==> src/rtl/reg_dump_pkg.sv <==
// Shared types and sizing for the register-file dump reader.
// The CHKSUM state exists only when REG_DUMP_CHECKSUM_EN is defined.
package reg_dump_pkg;

    localparam int unsigned NUM_REGS = 8;
    localparam int unsigned DATA_W   = 16;
    localparam int unsigned IDX_W    = $clog2(NUM_REGS);

    typedef enum logic [2:0] {
        ST_IDLE,
        ST_FETCH,
        ST_PRESENT,
        ST_DONE
`ifdef REG_DUMP_CHECKSUM_EN
        , ST_CHKSUM
`endif
    } state_t;

endpackage

==> src/rtl/reg_dump_reader_if.sv <==
// Valid/ready output stream of the register dump reader.
interface reg_dump_reader_if;
    import reg_dump_pkg::*;

    logic [DATA_W-1:0] out_data;
    logic [IDX_W-1:0]  out_idx;
    logic              out_chk;
    logic              out_valid;
    logic              out_ready;
    logic              out_last;

    modport master (
        output out_data, out_idx, out_chk, out_valid, out_last,
        input  out_ready
    );

    modport slave (
        input  out_data, out_idx, out_chk, out_valid, out_last,
        output out_ready
    );

endinterface

==> src/rtl/reg_dump_reader.sv <==
// Walks R0..R(NUM_REGS-1) through one register-file read port and streams each word out.
// Optional macro REG_DUMP_CHECKSUM_EN appends a modular-sum checksum beat after the last register.
module reg_dump_reader
    import reg_dump_pkg::*;
(
    input  logic              Clk,
    input  logic              Reset_n,
    input  logic              start,
    output logic [IDX_W-1:0]  SR_SEL,
    input  logic [DATA_W-1:0] SR_DATA,
    reg_dump_reader_if.master out_if,
    output logic              busy,
    output logic              done
);

    localparam logic [IDX_W-1:0] LAST_IDX = IDX_W'(NUM_REGS - 1);

    state_t            r_state;
    logic [IDX_W-1:0]  r_idx;
    logic [IDX_W-1:0]  r_sel;
    logic [DATA_W-1:0] r_data;
    logic [IDX_W-1:0]  r_oidx;
    logic              r_valid;
    logic              r_last;
    logic              r_busy;
    logic              r_done;
`ifdef REG_DUMP_CHECKSUM_EN
    logic              r_chk;
    logic [DATA_W-1:0] r_sum;
`endif

    // Walk FSM; every output is a register updated here.
    always_ff @(posedge Clk or negedge Reset_n) begin
        if (!Reset_n) begin
            r_state <= ST_IDLE;
            r_idx   <= '0;
            r_sel   <= '0;
            r_data  <= '0;
            r_oidx  <= '0;
            r_valid <= 1'b0;
            r_last  <= 1'b0;
            r_busy  <= 1'b0;
            r_done  <= 1'b0;
`ifdef REG_DUMP_CHECKSUM_EN
            r_chk   <= 1'b0;
            r_sum   <= '0;
`endif
        end else begin
            case (r_state)
                ST_IDLE: begin
                    r_done <= 1'b0;
                    if (start) begin
                        r_state <= ST_FETCH;
                        r_idx   <= '0;
                        r_sel   <= '0;
                        r_busy  <= 1'b1;
`ifdef REG_DUMP_CHECKSUM_EN
                        r_sum   <= '0;
`endif
                    end
                end
                ST_FETCH: begin
                    // Capture happens on this edge, so a same-edge write is not seen.
                    r_data  <= SR_DATA;
                    r_oidx  <= r_idx;
                    r_valid <= 1'b1;
`ifdef REG_DUMP_CHECKSUM_EN
                    r_last  <= 1'b0;
                    r_sum   <= r_sum + SR_DATA;
`else
                    r_last  <= (r_idx == LAST_IDX);
`endif
                    r_state <= ST_PRESENT;
                end
                ST_PRESENT: begin
                    if (out_if.out_ready) begin
                        r_valid <= 1'b0;
                        r_last  <= 1'b0;
                        if (r_idx == LAST_IDX) begin
                            r_sel <= '0;
`ifdef REG_DUMP_CHECKSUM_EN
                            r_state <= ST_CHKSUM;
                            r_valid <= 1'b1;
                            r_last  <= 1'b1;
                            r_chk   <= 1'b1;
                            r_data  <= r_sum;
                            r_oidx  <= '0;
`else
                            r_state <= ST_DONE;
                            r_busy  <= 1'b0;
                            r_done  <= 1'b1;
`endif
                        end else begin
                            r_idx   <= r_idx + IDX_W'(1);
                            r_sel   <= r_idx + IDX_W'(1);
                            r_state <= ST_FETCH;
                        end
                    end
                end
`ifdef REG_DUMP_CHECKSUM_EN
                ST_CHKSUM: begin
                    if (out_if.out_ready) begin
                        r_valid <= 1'b0;
                        r_last  <= 1'b0;
                        r_chk   <= 1'b0;
                        r_busy  <= 1'b0;
                        r_done  <= 1'b1;
                        r_state <= ST_DONE;
                    end
                end
`endif
                ST_DONE: begin
                    r_done  <= 1'b0;
                    r_state <= ST_IDLE;
                end
                default: begin
                    r_state <= ST_IDLE;
                end
            endcase
        end
    end

    assign SR_SEL           = r_sel;
    assign out_if.out_data  = r_data;
    assign out_if.out_idx   = r_oidx;
    assign out_if.out_valid = r_valid;
    assign out_if.out_last  = r_last;
    assign busy             = r_busy;
    assign done             = r_done;
`ifdef REG_DUMP_CHECKSUM_EN
    assign out_if.out_chk   = r_chk;
`else
    assign out_if.out_chk   = 1'b0;
`endif

endmodule

==> src/flat_wrapper.sv <==
// flat-port wrapper written by rule: the top's interface ports become plain ports
module reg_dump_reader_flat import reg_dump_pkg::*;
  (Clk, Reset_n, start, SR_SEL, SR_DATA, busy, done, out_if_out_data, out_if_out_idx, out_if_out_chk, out_if_out_valid, out_if_out_last, out_if_out_ready);
  reg_dump_reader_if out_if_i ();
  input  logic Clk;
  input  logic Reset_n;
  input  logic start;
  output logic [IDX_W-1:0] SR_SEL;
  input  logic [DATA_W-1:0] SR_DATA;
  output logic busy;
  output logic done;
  output wire logic [$bits(out_if_i.out_data)-1:0] out_if_out_data;
  output wire logic [$bits(out_if_i.out_idx)-1:0] out_if_out_idx;
  output wire logic [$bits(out_if_i.out_chk)-1:0] out_if_out_chk;
  output wire logic [$bits(out_if_i.out_valid)-1:0] out_if_out_valid;
  output wire logic [$bits(out_if_i.out_last)-1:0] out_if_out_last;
  input wire logic [$bits(out_if_i.out_ready)-1:0] out_if_out_ready;
  assign out_if_out_data = out_if_i.out_data;
  assign out_if_out_idx = out_if_i.out_idx;
  assign out_if_out_chk = out_if_i.out_chk;
  assign out_if_out_valid = out_if_i.out_valid;
  assign out_if_out_last = out_if_i.out_last;
  assign out_if_i.out_ready = out_if_out_ready;
  reg_dump_reader u_core (.Clk(Clk), .Reset_n(Reset_n), .start(start), .SR_SEL(SR_SEL), .SR_DATA(SR_DATA), .out_if(out_if_i), .busy(busy), .done(done));
endmodule
==> config.mk <==
export PLATFORM = sky130hd
export DESIGN_NAME = reg_dump_reader_flat
export DESIGN_NICKNAME = d
export VERILOG_FILES = /design/src/rtl/reg_dump_pkg.sv /design/src/rtl/reg_dump_reader_if.sv /design/src/rtl/reg_dump_reader.sv /design/src/flat_wrapper.sv
export SDC_FILE = /design/constraint.sdc
export NUM_CORES = 1
export LEC_CHECK = 0
export CORE_MARGIN = 3
export CORE_UTILIZATION = 49
export DETAILED_ROUTE_END_ITERATION = 10
export PLACE_DENSITY = 0.84
export SLEW_MARGIN = 30
export SYNTH_ARGS = -nofsm -noshare
export SYNTH_HDL_FRONTEND = slang
export SYNTH_SLANG_ARGS = --single-unit
==> constraint.sdc <==
create_clock -name Clk -period 4.6 [get_ports Clk]
set_input_delay 0.69 -clock Clk [delete_from_list [all_inputs] [get_ports Clk]]
set_output_delay 0.69 -clock Clk [all_outputs]
set_load 0.01 [all_outputs]
# ---- Word-level counts from Yosys, hierarchy flattened
# Index checks and enable logic that the tools add are counted.
dict set report word_totals {
  ff_bits 32
  input_bits 20
  output_inout_bits 27
  wordCells 50
}
dict set report op_classes {
  n_addsub 1
  eq_ne 8
  n_mux 21
  n_reduce_logical 11
}
# operator count
set op_table {}
lappend op_table {{two-way mux 3 bit} 7}
lappend op_table {{case mux 3 bit (2 select lines)} 2}
lappend op_table {{case mux 3 bit (3 select lines)} 1}
lappend op_table {{case mux 1 bit (2 select lines)} 4}
lappend op_table {{AND reduction 4 bit} 2}
lappend op_table {{equality test 3 x 2 -> 1 bit (second input constant)} 2}
lappend op_table {{two-way mux 1 bit} 6}
lappend op_table {{!= test 2 bit (second input constant)} 3}
lappend op_table {{AND reduction 3 bit} 2}
lappend op_table {{nonzero test 2 bit} 3}
lappend op_table {{AND reduction 2 bit} 2}
lappend op_table {{adder 3 x 1 -> 3 bit (second input constant)} 1}
lappend op_table {{equality test 3 x 1 -> 1 bit (second input constant)} 1}
lappend op_table {{equality test 3 bit (second input constant)} 1}
lappend op_table {{zero test 3 bit} 1}
lappend op_table {{two-way mux 2 bit} 1}
lappend op_table {{!= test 2 x 1 -> 1 bit (second input constant)} 1}
lappend op_table {{OR reduction 2 bit} 1}

# ---- Depth between registers and ports, before layout
dict set report logic_depth {
  word_depth 4
  mapped_depth 6
}

# ---- Worst setup path after synthesis
# Ideal clock, no wire load.
dict set report synth_path {
  kind {reg-to-reg}
  startpoint {register u_core.r_idx[0]}
  endpoint {register u_core.r_idx[0]}
  t_arrival_ps 1571
  required_ps 4475
  path_slack_ps 2904
  path_stages_with_launch 6
  n_path_buf 0
  synth_period_minus_slack_ps 1696
  cell_sequence {dfrtp_1 -> ha_1 -> ha_1 -> nand2b_1 -> a211oi_4 -> mux2_4}
}
dict set report synth_between {
  elab_chain_cells 4
  elab_cells_between_ends 7
}
# item line
set synth_lines {}
lappend synth_lines {{start: declaration} reg_dump_reader.sv:19} ;# logic [IDX_W-1:0] r_idx;
lappend synth_lines {{start signal: assignment} reg_dump_reader.sv:94} ;# r_idx <= r_idx + IDX_W'(1);
lappend synth_lines {{adder 3 x 1 -> 3 bit} reg_dump_reader.sv:94}
lappend synth_lines {{two-way mux 3 bit} reg_dump_reader.sv:79} ;# if (r_idx == LAST_IDX) begin
lappend synth_lines {{two-way mux 3 bit} reg_dump_reader.sv:76} ;# if (out_if.out_ready) begin
lappend synth_lines {{case mux 3 bit (2 select lines)} reg_dump_reader.sv:49} ;# case (r_state)
# Several ways; a longest one is shown, not always the timed one. The select of a mux whose other input is x is not followed.
# A chain may end at the register's enable or synchronous reset.

# ---- Worst setup path in the final report
dict set report layout_path {
  startpoint {register u_core.r_state[0]}
  endpoint {register u_core.r_idx[2]}
}
dict set report layout_between {
  elab_chain_cells 3
  elab_cells_between_ends 8
}
# item line
set layout_lines {}
lappend layout_lines {{start: declaration} reg_dump_reader.sv:18} ;# state_t r_state;
lappend layout_lines {{start signal: assignment} reg_dump_reader.sv:35} ;# r_state <= ST_IDLE;
lappend layout_lines {{start signal: assignment} reg_dump_reader.sv:53} ;# r_state <= ST_FETCH;
lappend layout_lines {{start signal: assignment} reg_dump_reader.sv:73} ;# r_state <= ST_PRESENT;
lappend layout_lines {{equality test 3 x 2 -> 1 bit or zero test 3 bit (tied branches)} reg_dump_reader.sv:49}
lappend layout_lines {{!= test 2 bit (no line) or nonzero test 2 bit (tied branches)} -}
lappend layout_lines {{AND reduction 4 bit (no line)} -}
# Several ways; a longest one is shown, not always the timed one.

==> results.json <==
{
  "multi_input_area_um2": 612,
  "dieArea_um2": 3670,
  "yosysWarnings": 0,
  "h-tree-depth": 2,
  "arrival_ps": 2170,
  "reg2regPathDepth": 5,
  "hold_start": "u_core.out_if.out_last",
  "yosysTopAreaCell": "dfrtp_1",
  "start_util_pct": 52.1,
  "synth_ff_type": "dfrtp_1",
  "path_clk_slew_ps": 90,
  "dr.pass1.iters": 4,
  "cellLeakagePower_nw": 0.886,
  "numClockSinks": 31,
  "io_buffers": 45,
  "yosysMostFrequentCell": "dfrtp_1",
  "min_path_cells": 2,
  "worstSkewPairLatency_ps": 330,
  "grt_max_degree": 32,
  "final_cell_area_um2": 2000,
  "vias_per_cell": 5.26,
  "r2r_start": "u_core.r_state[0]",
  "clock.fmax_mhz": 514,
  "status": "finished, final reports clean",
  "p_per_area_nw_per_um2": 653,
  "gp_congestion": 0.878,
  "hold_buffers": 0,
  "ys_seq_area_share_pct": 53.1,
  "post_cts_resized": 0,
  "maxCapViolations": 0,
  "antenna_found_initial": 0,
  "hold_viol": 0,
  "timing.critical_path.required_ps": 4820,
  "synth_top_area_share_pct": 53.1,
  "syn-cell-area_um2": 1460,
  "synth_fp_nets": 137,
  "drc": 0,
  "drive_gt1_share_pct": 21.7,
  "synth_top_cells_by_count": "dfrtp_1, mux2_2, ha_1",
  "place_hpwl_um": 2120,
  "holdCritPathClass": "flip-flop to flip-flop",
  "cts_max_path_buffers": 2,
  "critPathMaxFanout": 9,
  "grt_setup_unrepaired": "false",
  "cp-start-kind": "flip-flop",
  "synth-edff-count": 0,
  "holdPathEnd": "u_core.out_if.out_last",
  "die_x_um": 60.6,
  "tritoncts": "done",
  "wire_per_inst_um": 14.8,
  "finalSetupTns_ps": 0,
  "die_y_um": 60.6,
  "rows": 19,
  "nets": 184,
  "fin_crit_sh_pct": 42.3,
  "drt_wl_total_um": 2780,
  "boundaryPins": 47,
  "endpoint_kind": "flip-flop",
  "cts-root-buf": "clkbuf_4",
  "finalMaxSlewViolations": 0,
  "core_um2": 2810,
  "fin_crit_ps": 1940,
  "ys_top_cells_by_area": "dfrtp_1, mux2_2, ha_1, mux2i_1, o21ai_0",
  "ant_nets": 0,
  "power_mw": 1.30,
  "dr_total_vias": 989,
  "grt_pass1_vias": 1054,
  "tightestPinTransition_ps": 869,
  "avgSynthCellArea_um2": 13.4,
  "place_area_um2": 1910,
  "syn_to_final_growth_pct": 36.6,
  "rrSetupSlack_ps": 2660,
  "irDropWorstVdd_v": 0.000405,
  "drtIter0Drc": 26,
  "postCtsSetupBuffers": 0,
  "nFillCells": 227,
  "slew_headroom_pct": 42.0,
  "yosysUniqueCellTypes": 25,
  "grt-ovfl-total": 0,
  "n_antenna_cell": 0,
  "ys_seq_elements": 31,
  "cts_inserted_buffers": 5,
  "seqCellArea_um2": 776,
  "grt_pass1_wl_um": 4600,
  "critPathKind": "flip-flop to flip-flop",
  "async_flop_share_pct": 100,
  "rr_endpoint": "u_core.r_idx[2]",
  "finClkSkew_ps": 9.24,
  "track_usage_pct": 17.2,
  "setup_violations": 0,
  "syn_inst": 109
}
==> routing by layer <==
| metal | vias up | global-route usage [%] | routed length [µm] |
|---|---|---|---|
| li1 | 467 | - | - |
| met1 | 473 | 18.5 | 1120 |
| met2 | 44 | 29.9 | 1370 |
| met3 | 5 | 7.45 | 255 |
| met4 | 0 | 6.50 | 38 |
| met5 | - | 0 | 0 |
==> through the flow <==
step | setup WS [ps] | cells | hold slack [ps] | utilization (%)
floorplan | 2900 | 109 | 394 | -
global placement | 2490 | 180 | 465 | 68.1
detailed placement | 2450 | 180 | 477 | 68.1
CTS | 2650 | 188 | 500 | 71.2
global route | 2490 | 188 | 529 | 71.2
finish | 2660 | 188 | 486 | 71.2
==> cell usage in the layout (no fill, tap or decap), drive strengths merged <==
| cell type | n |
|---|---|
| or4 | 2 |
| buf | 1 |
| nor2b | 1 |
| mux2i | 5 |
| dfrtp | 31 |
| ha | 8 |
| clkinv | 1 |
| clkbuf | 6 |
| clkdlybuf4s50 | 45 |
| nor2 | 3 |
| mux2 | 22 |
| nand2 | 4 |
| o31ai | 4 |
| o41ai | 2 |
| and2 | 1 |
| and2b | 1 |
| conb | 1 |
| a211oi | 1 |
| bufinv | 1 |
| inv | 7 |
| o21ai | 6 |
| nand3 | 1 |
| a2bb2oi | 1 |
| nand2b | 2 |
==> flip-flops by register name, summed over array words and instances (netlist names) <==
signal and flops:
u_core.out_if.out_data 16, u_core.SR_SEL 3, u_core.out_if.out_idx 3, u_core.r_idx 3, u_core.r_state 2, u_core.busy 1, u_core.done 1, u_core.out_if.out_last 1
u_core.out_if.out_valid 1
==> critical path, stage by stage (launching register included) <==
cell and delay (ps):
dfrtp_1 420, inv_1 150, ha_1 380, nand2b_1 190, a211oi_4 360, mux2_4 330
==> cells by family after synthesis <==
family	share of synthesized area (%)
buffers and inverters	5.05
AOI/OAI and AO/OA	7.28
other	0.257
muxes	20.9
adders and majority gates	6.85
DFF	53.1
and+or+nand+nor	6.59
==> cell type report <==
class / instances / share of cell area [%]
Clock buffer: 6 / 2.57
Inverter: 7 / 1.32
Clock inverter: 2 / 1.75
Tap cell: 31 / 1.94
Sequential cell: 31 / 38.8
Multi-Input combinational cell: 65 / 30.6
Timing Repair Buffer: 46 / 22.9
==> report_power, final <==
group          switching, mW  internal, mW
Clock                 0.0925         0.128
Sequential            0.0631         0.383
Combinational          0.267         0.369
Total                  0.422         0.881
==> worst max path at each step <==
stage	start	endpoint	slack, ps
finish	u_core.r_state[0]	u_core.r_idx[2]	2660
CTS	u_core.done	done	2650
global placement	out_if_out_ready	u_core.r_idx[2]	2490
floorplan	u_core.r_idx[0]	u_core.r_idx[0]	2900
detailed placement	out_if_out_ready	u_core.r_idx[2]	2450
global route	u_core.r_state[1]	u_core.out_if.out_last	2490
(Power assumes the default switching activity.)
